File: config.mk
export PLATFORM = sky130hd
export DESIGN_NAME = hood_mode_sequencer
export DESIGN_NICKNAME = d
export VERILOG_FILES = /design/src/rtl/hood_mode_sequencer.sv
export SDC_FILE = /design/constraint.sdc
export NUM_CORES = 1
export LEC_CHECK = 0
export ABC_AREA = 1
export CORE_MARGIN = 2
export CORE_UTILIZATION = 56
export CTS_CLUSTER_SIZE = 25
export DETAILED_ROUTE_END_ITERATION = 10
export HOLD_SLACK_MARGIN = 0.02
export PLACE_DENSITY = 0.81
export SLEW_MARGIN = 20
export SYNTH_ARGS = -nofsm -noshare
export SYNTH_HDL_FRONTEND = slang
export SYNTH_SLANG_ARGS = --single-unit
File: constraint.sdc
create_clock -name clk -period 2.14 [get_ports clk]
set_input_delay 0.642 -clock clk [delete_from_list [all_inputs] [get_ports clk]]
set_output_delay 0.642 -clock clk [all_outputs]
set_load 0.02 [all_outputs]
File: src/rtl/hood_mode_sequencer.sv
// Central mode FSM of the exhaust hood: turns button pulses and the third-mode
// return toggle into the registered mode code, with the clean countdown and menu timeout.
module hood_mode_sequencer #(
  parameter int CNT_WIDTH    = 32,
  parameter int CLEAN_TIME   = 100,
  parameter int MENU_TIMEOUT = 50
) (
  input  logic                 clk,
  input  logic                 rstn,
  input  logic                 menu_signal,
  input  logic                 first_req,
  input  logic                 second_req,
  input  logic                 third_req,
  input  logic                 clean_req,
  input  logic                 third_timeout_toggle,
  output logic [2:0]           current_mode,
  output logic                 menu_active,
  output logic                 third_used,
  output logic [CNT_WIDTH-1:0] clean_remaining,
  output logic                 clean_done,
  output logic                 mode_changed
);

  // state    | meaning
  // STANDBY  | hood off, waiting for the menu button
  // MENU     | menu open, waiting for a gear/clean choice or timeout
  // FIRST    | fan gear 1
  // SECOND   | fan gear 2
  // THIRD    | fan gear 3, left by menu or the timeout toggle
  // CLEAN    | self-clean countdown, not interruptible

  localparam logic [2:0] MODE_STANDBY = 3'd0;

  localparam int CLEAN_EFF = (CLEAN_TIME < 1) ? 1 : CLEAN_TIME;
  localparam int MENU_EFF  = (MENU_TIMEOUT < 1) ? 1 : MENU_TIMEOUT;

  localparam logic [CNT_WIDTH-1:0] CLEAN_LOAD = CNT_WIDTH'(CLEAN_EFF);
  localparam logic [CNT_WIDTH-1:0] MENU_LIMIT = CNT_WIDTH'(MENU_EFF);
  localparam logic [CNT_WIDTH-1:0] MENU_LAST  = CNT_WIDTH'(MENU_EFF - 1);
  localparam logic [CNT_WIDTH-1:0] CNT_ONE    = CNT_WIDTH'(1);

  // Encodings of the gear/clean states equal their reported mode codes.
  typedef enum logic [2:0] {
    ST_STANDBY = 3'd0,
    ST_FIRST   = 3'd1,
    ST_SECOND  = 3'd2,
    ST_THIRD   = 3'd3,
    ST_CLEAN   = 3'd4,
    ST_MENU    = 3'd5
  } state_t;

  state_t               state_q, state_d;
  logic [CNT_WIDTH-1:0] menu_cnt_q, menu_cnt_d;
  logic [CNT_WIDTH-1:0] clean_q, clean_d;
  logic                 third_used_q, third_used_d;
  logic                 clean_done_q, clean_done_d;
  logic                 mode_changed_q;
  logic                 third_ok;

  assign third_ok = third_req && !third_used_q;

  always_ff @(posedge clk or negedge rstn) begin
    if (!rstn) begin
      state_q        <= ST_STANDBY;
      menu_cnt_q     <= '0;
      clean_q        <= '0;
      third_used_q   <= 1'b0;
      clean_done_q   <= 1'b0;
      mode_changed_q <= 1'b0;
    end else begin
      state_q        <= state_d;
      menu_cnt_q     <= menu_cnt_d;
      clean_q        <= clean_d;
      third_used_q   <= third_used_d;
      clean_done_q   <= clean_done_d;
      mode_changed_q <= (state_d != state_q);
    end
  end

  always_comb begin
    state_d      = state_q;
    menu_cnt_d   = '0;
    clean_d      = clean_q;
    third_used_d = third_used_q;
    clean_done_d = 1'b0;

    unique case (state_q)
      ST_STANDBY: begin
        if (menu_signal) state_d = ST_MENU;
      end

      ST_MENU: begin
        if (menu_signal) begin
          state_d = ST_STANDBY;
        end else if (clean_req) begin
          state_d = ST_CLEAN;
          clean_d = CLEAN_LOAD;
        end else if (third_ok) begin
          state_d      = ST_THIRD;
          third_used_d = 1'b1;
        end else if (second_req) begin
          state_d = ST_SECOND;
        end else if (first_req) begin
          state_d = ST_FIRST;
        end else begin
          // Saturating count; the cycle that reaches the limit closes the menu.
          menu_cnt_d = (menu_cnt_q < MENU_LIMIT) ? menu_cnt_q + CNT_ONE : menu_cnt_q;
          if (menu_cnt_q >= MENU_LAST) state_d = ST_STANDBY;
        end
      end

      ST_FIRST: begin
        if (menu_signal) begin
          state_d = ST_STANDBY;
        end else if (second_req) begin
          state_d = ST_SECOND;
        end else if (third_ok) begin
          state_d      = ST_THIRD;
          third_used_d = 1'b1;
        end
      end

      ST_SECOND: begin
        if (menu_signal) begin
          state_d = ST_STANDBY;
        end else if (third_ok) begin
          state_d      = ST_THIRD;
          third_used_d = 1'b1;
        end else if (first_req) begin
          state_d = ST_FIRST;
        end
      end

      ST_THIRD: begin
        if (menu_signal) begin
          state_d = ST_STANDBY;
        end else if (third_timeout_toggle) begin
          state_d = ST_SECOND;
        end
      end

      ST_CLEAN: begin
        if (clean_q <= CNT_ONE) begin
          state_d      = ST_STANDBY;
          clean_d      = '0;
          clean_done_d = 1'b1;
        end else begin
          clean_d = clean_q - CNT_ONE;
        end
      end

      default: begin
        state_d = ST_STANDBY;
        clean_d = '0;
      end
    endcase
  end

  always_comb begin
    current_mode = (state_q == ST_MENU) ? MODE_STANDBY : 3'(state_q);
    menu_active  = (state_q == ST_MENU);
  end

  assign third_used      = third_used_q;
  assign clean_remaining = clean_q;
  assign clean_done      = clean_done_q;
  assign mode_changed    = mode_changed_q;

endmodule

==> results.sh, run 1 <==
export IMPL_worst_setup_path_type="flop to primary output"
export IMPL_floorplan_io_pins=47
export IMPL_die_x_um=87.73
export IMPL_synthDominantAreaCellType="dfrtp_1"
export IMPL_synth_area_leaders="dfrtp_1 45%, nor2_1 11%, nand2_1 8.1%"
export IMPL_cts_buffers=9
export IMPL_global_route_wire_length_before_repair_mm=14.78
export IMPL_cts_htree_levels=3
export IMPL_antenna_found_initial=0
export IMPL_clockBufferDepth=2
export IMPL_report_power_total_mw=6.902
export IMPL_yosysWarnings=0
export IMPL_ant_nets=0
export IMPL_core_um2=6794
export IMPL_worstPathCellList="clkdlybuf4s50_1"
export IMPL_post_dp_hpwl_mm=6.514
export IMPL_placedInstanceArea_um2=4706
export IMPL_vdd_drop_max_mv=0.5595
export IMPL_globalRouteOverflowTotal=0
export IMPL_final_cell_area_um2=4936
export IMPL_yosysUniqueCellTypes=39
export IMPL_post_drt_via_cell_ratio=5.097
export IMPL_avgSynthCellArea_um2=7.580
export IMPL_start_util_pct=57.79
export IMPL_final_hold_violation_count=0
export IMPL_synth_sequential_area_ratio_pct=44.61
export IMPL_cp_data_arrival_time_ns=1.45
export IMPL_timing_final_max_slew_violations=0
export IMPL_critPathSlowestCell="clkdlybuf4s50_1"
export IMPL_preCtsSetupSlack_ns=-0.6709
export IMPL_die_h_um=87.73
export IMPL_clkSlewWorstSetupHoldPaths_ns=0.08
export IMPL_place_gp_congestion=0.8951
export IMPL_reg2reg_from="clean_remaining[0]$_DFFE_PN0P_"
export IMPL_worst_slew_pin_transition_ns=0.3861
export IMPL_worstSkewPairLatency_ns=0.34
export IMPL_place_port_buffers=46
export IMPL_r2r_cells=12
export IMPL_setup_viol_count_final=0
export IMPL_layout_setup_ws_ns=0.04945
export IMPL_timing_critical_path_fanout_max=6
export IMPL_setup_repair_after_global_routing_missed_its_margin="false"
export IMPL_ys_async_sr_fraction_pct=100.0
export IMPL_data_required_time_of_the_worst_path_ns=1.50
export IMPL_synth_seq_cells=70
export IMPL_routed_via_count=3563
export IMPL_worst_hold_path_type="input port to async pin"
export IMPL_ys_flop_type="dfrtp_1"
export IMPL_count_of_buffering_cells_on_the_critical_path_with_inverters_included=1
export IMPL_via_count_of_the_first_global_routing_pass=3440
export IMPL_drive_gt1_share_pct=14.93
export IMPL_syn2layout_area_growth_pct=25.72
export IMPL_worst_r2r_endpoint="clean_remaining[28]$_DFFE_PN0P_"
export IMPL_whs_ns=0.2830
export IMPL_synth_enable_flop_cells=0
export IMPL_design_final_nets=611
export IMPL_n_antenna_cell=0
export IMPL_dr_pass1_iters=5
export IMPL_cpLargestDelayFamily="buffers and inverters"
export IMPL_finalCriticalPeriod_ns=2.091
export IMPL_netlist_instances=518
export IMPL_maxCapViolCount=0
export IMPL_routed_wirelength_mm=8.603
export IMPL_synthesis_nets=531
export IMPL_cts_root_buf="clkbuf_8"
export IMPL_result_of_the_run="finished clean"
export IMPL_groute_usage_overall_pct=24.09
export IMPL_tns_setup_ns=0
export IMPL_std_cell_rows=30
export IMPL_post_cts_repair_setup_buffers=0
export IMPL_cts_tree="done"
export IMPL_p_per_area_nw_per_um2=1398
export IMPL_cts_sink_count=70
export IMPL_routedWlPerCell_um=12.31
export IMPL_crit_path_start_kind="flop"
export IMPL_drtIter0Drc=218
export IMPL_maxSlewHeadroom_pct=74.26
export IMPL_power_leakage_nw=2.425
export IMPL_die_area_um2=7697
export IMPL_critical_path_endpoint_type="primary output"
export IMPL_clock_skew_ns=0.009631
export IMPL_critical_path_depth=1
export IMPL_grt_max_degree=71
export IMPL_rrSetupSlack_ns=0.11
export IMPL_layout_worst_path_cycle_share_pct=97.69
export IMPL_detailed_route_drc_error_count=0
export IMPL_clock_fmax_mhz=478.3
export IMPL_timing_critical_path_slowest_cell_delay_ns=0.65
export IMPL_share_of_the_synthesized_area_in_the_top_cell_type_pct=44.61
export IMPL_post_synth_instance_area_um2=3926
-- stage by stage --
stage / instances / utilization (%)
finish: 699 / 72.65
global route: 699 / 72.65
CTS: 699 / 72.65
detailed placement: 683 / 69.26
global placement: 683 / 69.26
floorplan: 518 / -
-- flip-flops by register name (all words and copies together), names as in the netlist --
| register | cells |
|---|---|
| clean_done | 1 |
| clean_remaining | 32 |
| third_used | 1 |
| menu_cnt_q | 32 |
| state_q | 3 |
| mode_changed | 1 |
-- layout by cell type, fill, tap and decap left out, types with 3 or more instances in the layout --
master,instances
inv_1,72
dfrtp_1,70
inv_2,7
buf_4,29
nor4_1,5
buf_12,3
ha_1,5
buf_2,3
clkdlybuf4s50_1,35
nor3b_2,3
clkbuf_8,9
nor2_1,116
nand2_1,85
nor2_4,4
nor3_1,14
nand3_1,27
dlymetal6s2s_1,5
o21a_1,3
nand2_2,6
xnor2_1,5
o21ai_1,6
o21ai_0,13
a21oi_1,18
nand4_1,10
xor2_1,10
nor2_2,12
-- what timing repair did --
item | CTS | global route
pin swaps | 1 | 0
setup endpoints to repair | 3 | 7
hold buffers | 0 | 0
gates resized for setup | 18 | 7
-- layer usage --
layer	vias to the layer above	track usage [%]	part of all wire [%]
li1	1786	-	-
met3	9	4.053	4.0
met5	-	0	0
met1	1679	29.81	45
met4	0	9.371	1.2
met2	89	42.01	50
-- synthesized netlist by cell type (2+ instances only) --
cell     count
nand3_1     27
nor2_1     117
nand4_1     10
nor4_1       5
dfrtp_1     70
buf_2        2
a21oi_1     18
inv_1       74
nor2_2      12
o21a_1       3
xor2_1      10
nor2_4       3
o21ai_1      6
buf_6        4
inv_2        5
a31oi_1      2
nor3b_1      2
nand2_1     85
nand2_2      6
o21ai_0     13
nor3b_2      3
nor3_1      14
buf_4        2
xnor2_1      5
ha_1         5
nor3_2       2
-- logic make-up after synthesis --
logic type | Yosys count | share of synthesized area, %
and+or+nand+nor | 292 | 34.26
xor gates and xnor gates | 15 | 3.346
AOI/OAI and AO/OA | 47 | 6.597
buffers and inverters | 89 | 9.592
adders and majority gates | 5 | 1.593
DFF | 70 | 44.61
-- power breakdown --
| part | internal [mW] | switching (mW) |
|---|---|---|
| Combinational | 1.52 | 2.26 |
| Sequential | 1.60 | 0.334 |
| Clock | 0.664 | 0.519 |
-- how the worst max path moves through the flow --
stage                                   start            endpoint  slack (ns)
2_1_floorplan                     menu_signal     current_mode[2]        0.01
3_3_place_gp                        clean_req     current_mode[2]       -0.67
3_5_place_dp                        clean_req     current_mode[2]       -0.67
4_1_cts        clean_remaining[2]$_DFFE_PN0P_  clean_remaining[2]        0.01
5_1_grt                           menu_signal     current_mode[2]       0.003
6_report       clean_remaining[6]$_DFFE_PN0P_  clean_remaining[6]        0.05
-- final cells by class --
type,instances,area [um^2]
Sequential cell,70,1752
Fill cell,544,1858
Clock inverter,6,93.84
Inverter,80,302.8
Clock buffer,10,127.6
Multi-Input combinational cell,359,1805
Tap cell,96,120.1
Timing Repair Buffer,78,734.5
(Power assumes the default switching activity.)
==> inputs of run 2 (changes only) <==
CTS_BUF_LIST = sky130_fd_sc_hd__clkbuf_8 sky130_fd_sc_hd__clkbuf_16   (was default)
==> run 2 against run 1 <==
Critical path depth unchanged. Setup slack worse by 0.0093 ns. Flip-flop and latch count unchanged. Largest power group unchanged.
==> results.sh, run 2 (synthesis gave the netlist of run 1 again) <==
export IMPL_result_of_the_run="finished clean"
export IMPL_drive_gt1_share_pct=14.93
export IMPL_cpLargestDelayFamily="buffers and inverters"
export IMPL_post_place_cells=683
export IMPL_routedWlPerCell_um=12.38
export IMPL_maxSlewHeadroom_pct=73.96
export IMPL_routed_via_count=3545
export IMPL_mostFrequentLayoutCells="116 x nor2_1, 85 x nand2_1, 73 x inv_1, 70 x dfrtp_1, 35 x clkdlybuf4s50_1"
export IMPL_timing_critical_path_slowest_cell_delay_ns=0.65
export IMPL_cts_buffers=9
export IMPL_post_dp_hpwl_mm=6.514
export IMPL_whs_ns=0.2735
export IMPL_std_cell_rows=30
export IMPL_data_required_time_of_the_worst_path_ns=1.50
export IMPL_via_count_of_the_first_global_routing_pass=3440
export IMPL_placedInstanceArea_um2=4706
export IMPL_crit_path_start_kind="flop"
export IMPL_routed_wirelength_mm=8.653
export IMPL_p_per_area_nw_per_um2=1399
export IMPL_setup_viol_count_final=0
export IMPL_worstSkewPairLatency_ns=0.35
export IMPL_vdd_drop_max_mv=0.5598
export IMPL_n_antenna_cell=0
export IMPL_number_of_hold_buffers_added_after_cts=0
export IMPL_final_common_cell="nor2_1"
export IMPL_groute_usage_overall_pct=24.09
export IMPL_cts_tree="done"
export IMPL_maxCapViolCount=0
export IMPL_cts_root_buf="clkbuf_8"
export IMPL_final_cell_area_um2=4936
export IMPL_syn2layout_area_growth_pct=25.72
export IMPL_place_port_buffers=46
export IMPL_grt_max_degree=71
export IMPL_global_route_wire_length_before_repair_mm=14.78
export IMPL_timing_critical_path_fanout_max=6
export IMPL_antenna_found_initial=0
export IMPL_worst_setup_path_type="flop to primary output"
export IMPL_clockBufferDepth=2
export IMPL_worst_slew_pin_transition_ns=0.3905
export IMPL_critPathSlowestCell="clkdlybuf4s50_1"
export IMPL_design_final_nets=611
export IMPL_place_gp_congestion=0.8951
export IMPL_post_cts_repair_setup_buffers=0
export IMPL_core_um2=6794
export IMPL_detailed_route_drc_error_count=0
export IMPL_drtIter0Drc=218
export IMPL_cp_data_arrival_time_ns=1.46
export IMPL_cts_sink_count=70
export IMPL_floorplan_io_pins=47
export IMPL_worst_hold_path_type="input port to async pin"
export IMPL_final_hold_violation_count=0
export IMPL_count_of_buffering_cells_on_the_critical_path_with_inverters_included=1
export IMPL_ant_nets=0
export IMPL_die_h_um=87.73
export IMPL_dr_pass1_iters=4
export IMPL_layoutNonFillerInstCount=699
export IMPL_post_drt_via_cell_ratio=5.072
export IMPL_timing_final_max_slew_violations=0
export IMPL_die_x_um=87.73
export IMPL_clock_skew_ns=0.009447
export IMPL_start_util_pct=57.79
export IMPL_setup_repair_after_global_routing_missed_its_margin="false"
export IMPL_cts_htree_levels=3
export IMPL_critical_path_endpoint_type="primary output"
export IMPL_globalRouteOverflowTotal=0
export IMPL_layout_worst_path_cycle_share_pct=98.12
export IMPL_worstPathCellList="clkdlybuf4s50_1"
export IMPL_final_fill_count=544
export IMPL_power_leakage_nw=2.429
export IMPL_die_area_um2=7697
export IMPL_clock_fmax_mhz=476.2
export IMPL_finalCriticalPeriod_ns=2.100
export IMPL_clkSlewWorstSetupHoldPaths_ns=0.08
export IMPL_report_power_total_mw=6.906
==> run 2: cell type report <==
class | instances | area (um^2) | area share, %
Clock inverter | 7 | 97.59 | 1.977
Tap cell | 96 | 120.1 | 2.433
Clock buffer | 9 | 123.9 | 2.510
Sequential cell | 70 | 1752 | 35.49
Timing Repair Buffer | 78 | 734.5 | 14.88
Multi-Input combinational cell | 359 | 1805 | 36.58
Inverter | 80 | 302.8 | 6.134
==> run 2: final timing paths <==
path | startpoint | slack [ns] | end | cells after the start
max in group asynchronous | rstn | 1.53 | clean_done$_DFF_PN0_ | 2
min | rstn | 0.27 | clean_remaining[28]$_DFFE_PN0P_ | 2
min in group clk | menu_cnt_q[31]$_DFFE_PN0P_ | 0.50 | menu_cnt_q[31]$_DFFE_PN0P_ | 2
max | clean_remaining[6]$_DFFE_PN0P_ | 0.04 | clean_remaining[6] | 1
min reg2reg | menu_cnt_q[31]$_DFFE_PN0P_ | 0.50 | menu_cnt_q[31]$_DFFE_PN0P_ | 2
max reg2reg | clean_remaining[0]$_DFFE_PN0P_ | 0.12 | clean_remaining[28]$_DFFE_PN0P_ | 12
==> run 2: metal layers <==
metal	GRT usage, %	up-vias	routed length, um
li1	-	1786	-
met1	29.81	1674	3874
met2	42.01	77	4357
met3	4.053	8	326
met4	9.371	0	93
met5	0	-	0
==> run 2: power breakdown <==
group / switching, mW / internal (mW)
Combinational: 2.26 / 1.52
Clock: 0.528 / 0.659
Sequential: 0.335 / 1.60
Total: 3.12 / 3.78
==> run 2: timing repair <==
item                                    4_1_cts  5_1_grt
endpoints found under the setup margin        3        7
pin swaps                                     1        0
gates resized for setup                      18        7
==> run 2: per-stage QoR <==
step                      TNS [ns]  util (%)  setup WS (ns)
after floorplan                  0         -        0.01004
after global placement      -4.025     69.26        -0.6727
after detailed placement    -4.765     69.26        -0.6709
after CTS                        0     72.65        0.01359
after global routing             0     72.65       0.002543
final                            0     72.65        0.04018
==> inputs of run 3 (changes only) <==
ABC_CLOCK_PERIOD_IN_PS = 2140   (was default)
CAP_MARGIN = 20   (was default)
==> results of run 3 <==
Same layout as run 2: the final DEF is identical, and so are final timing and power.
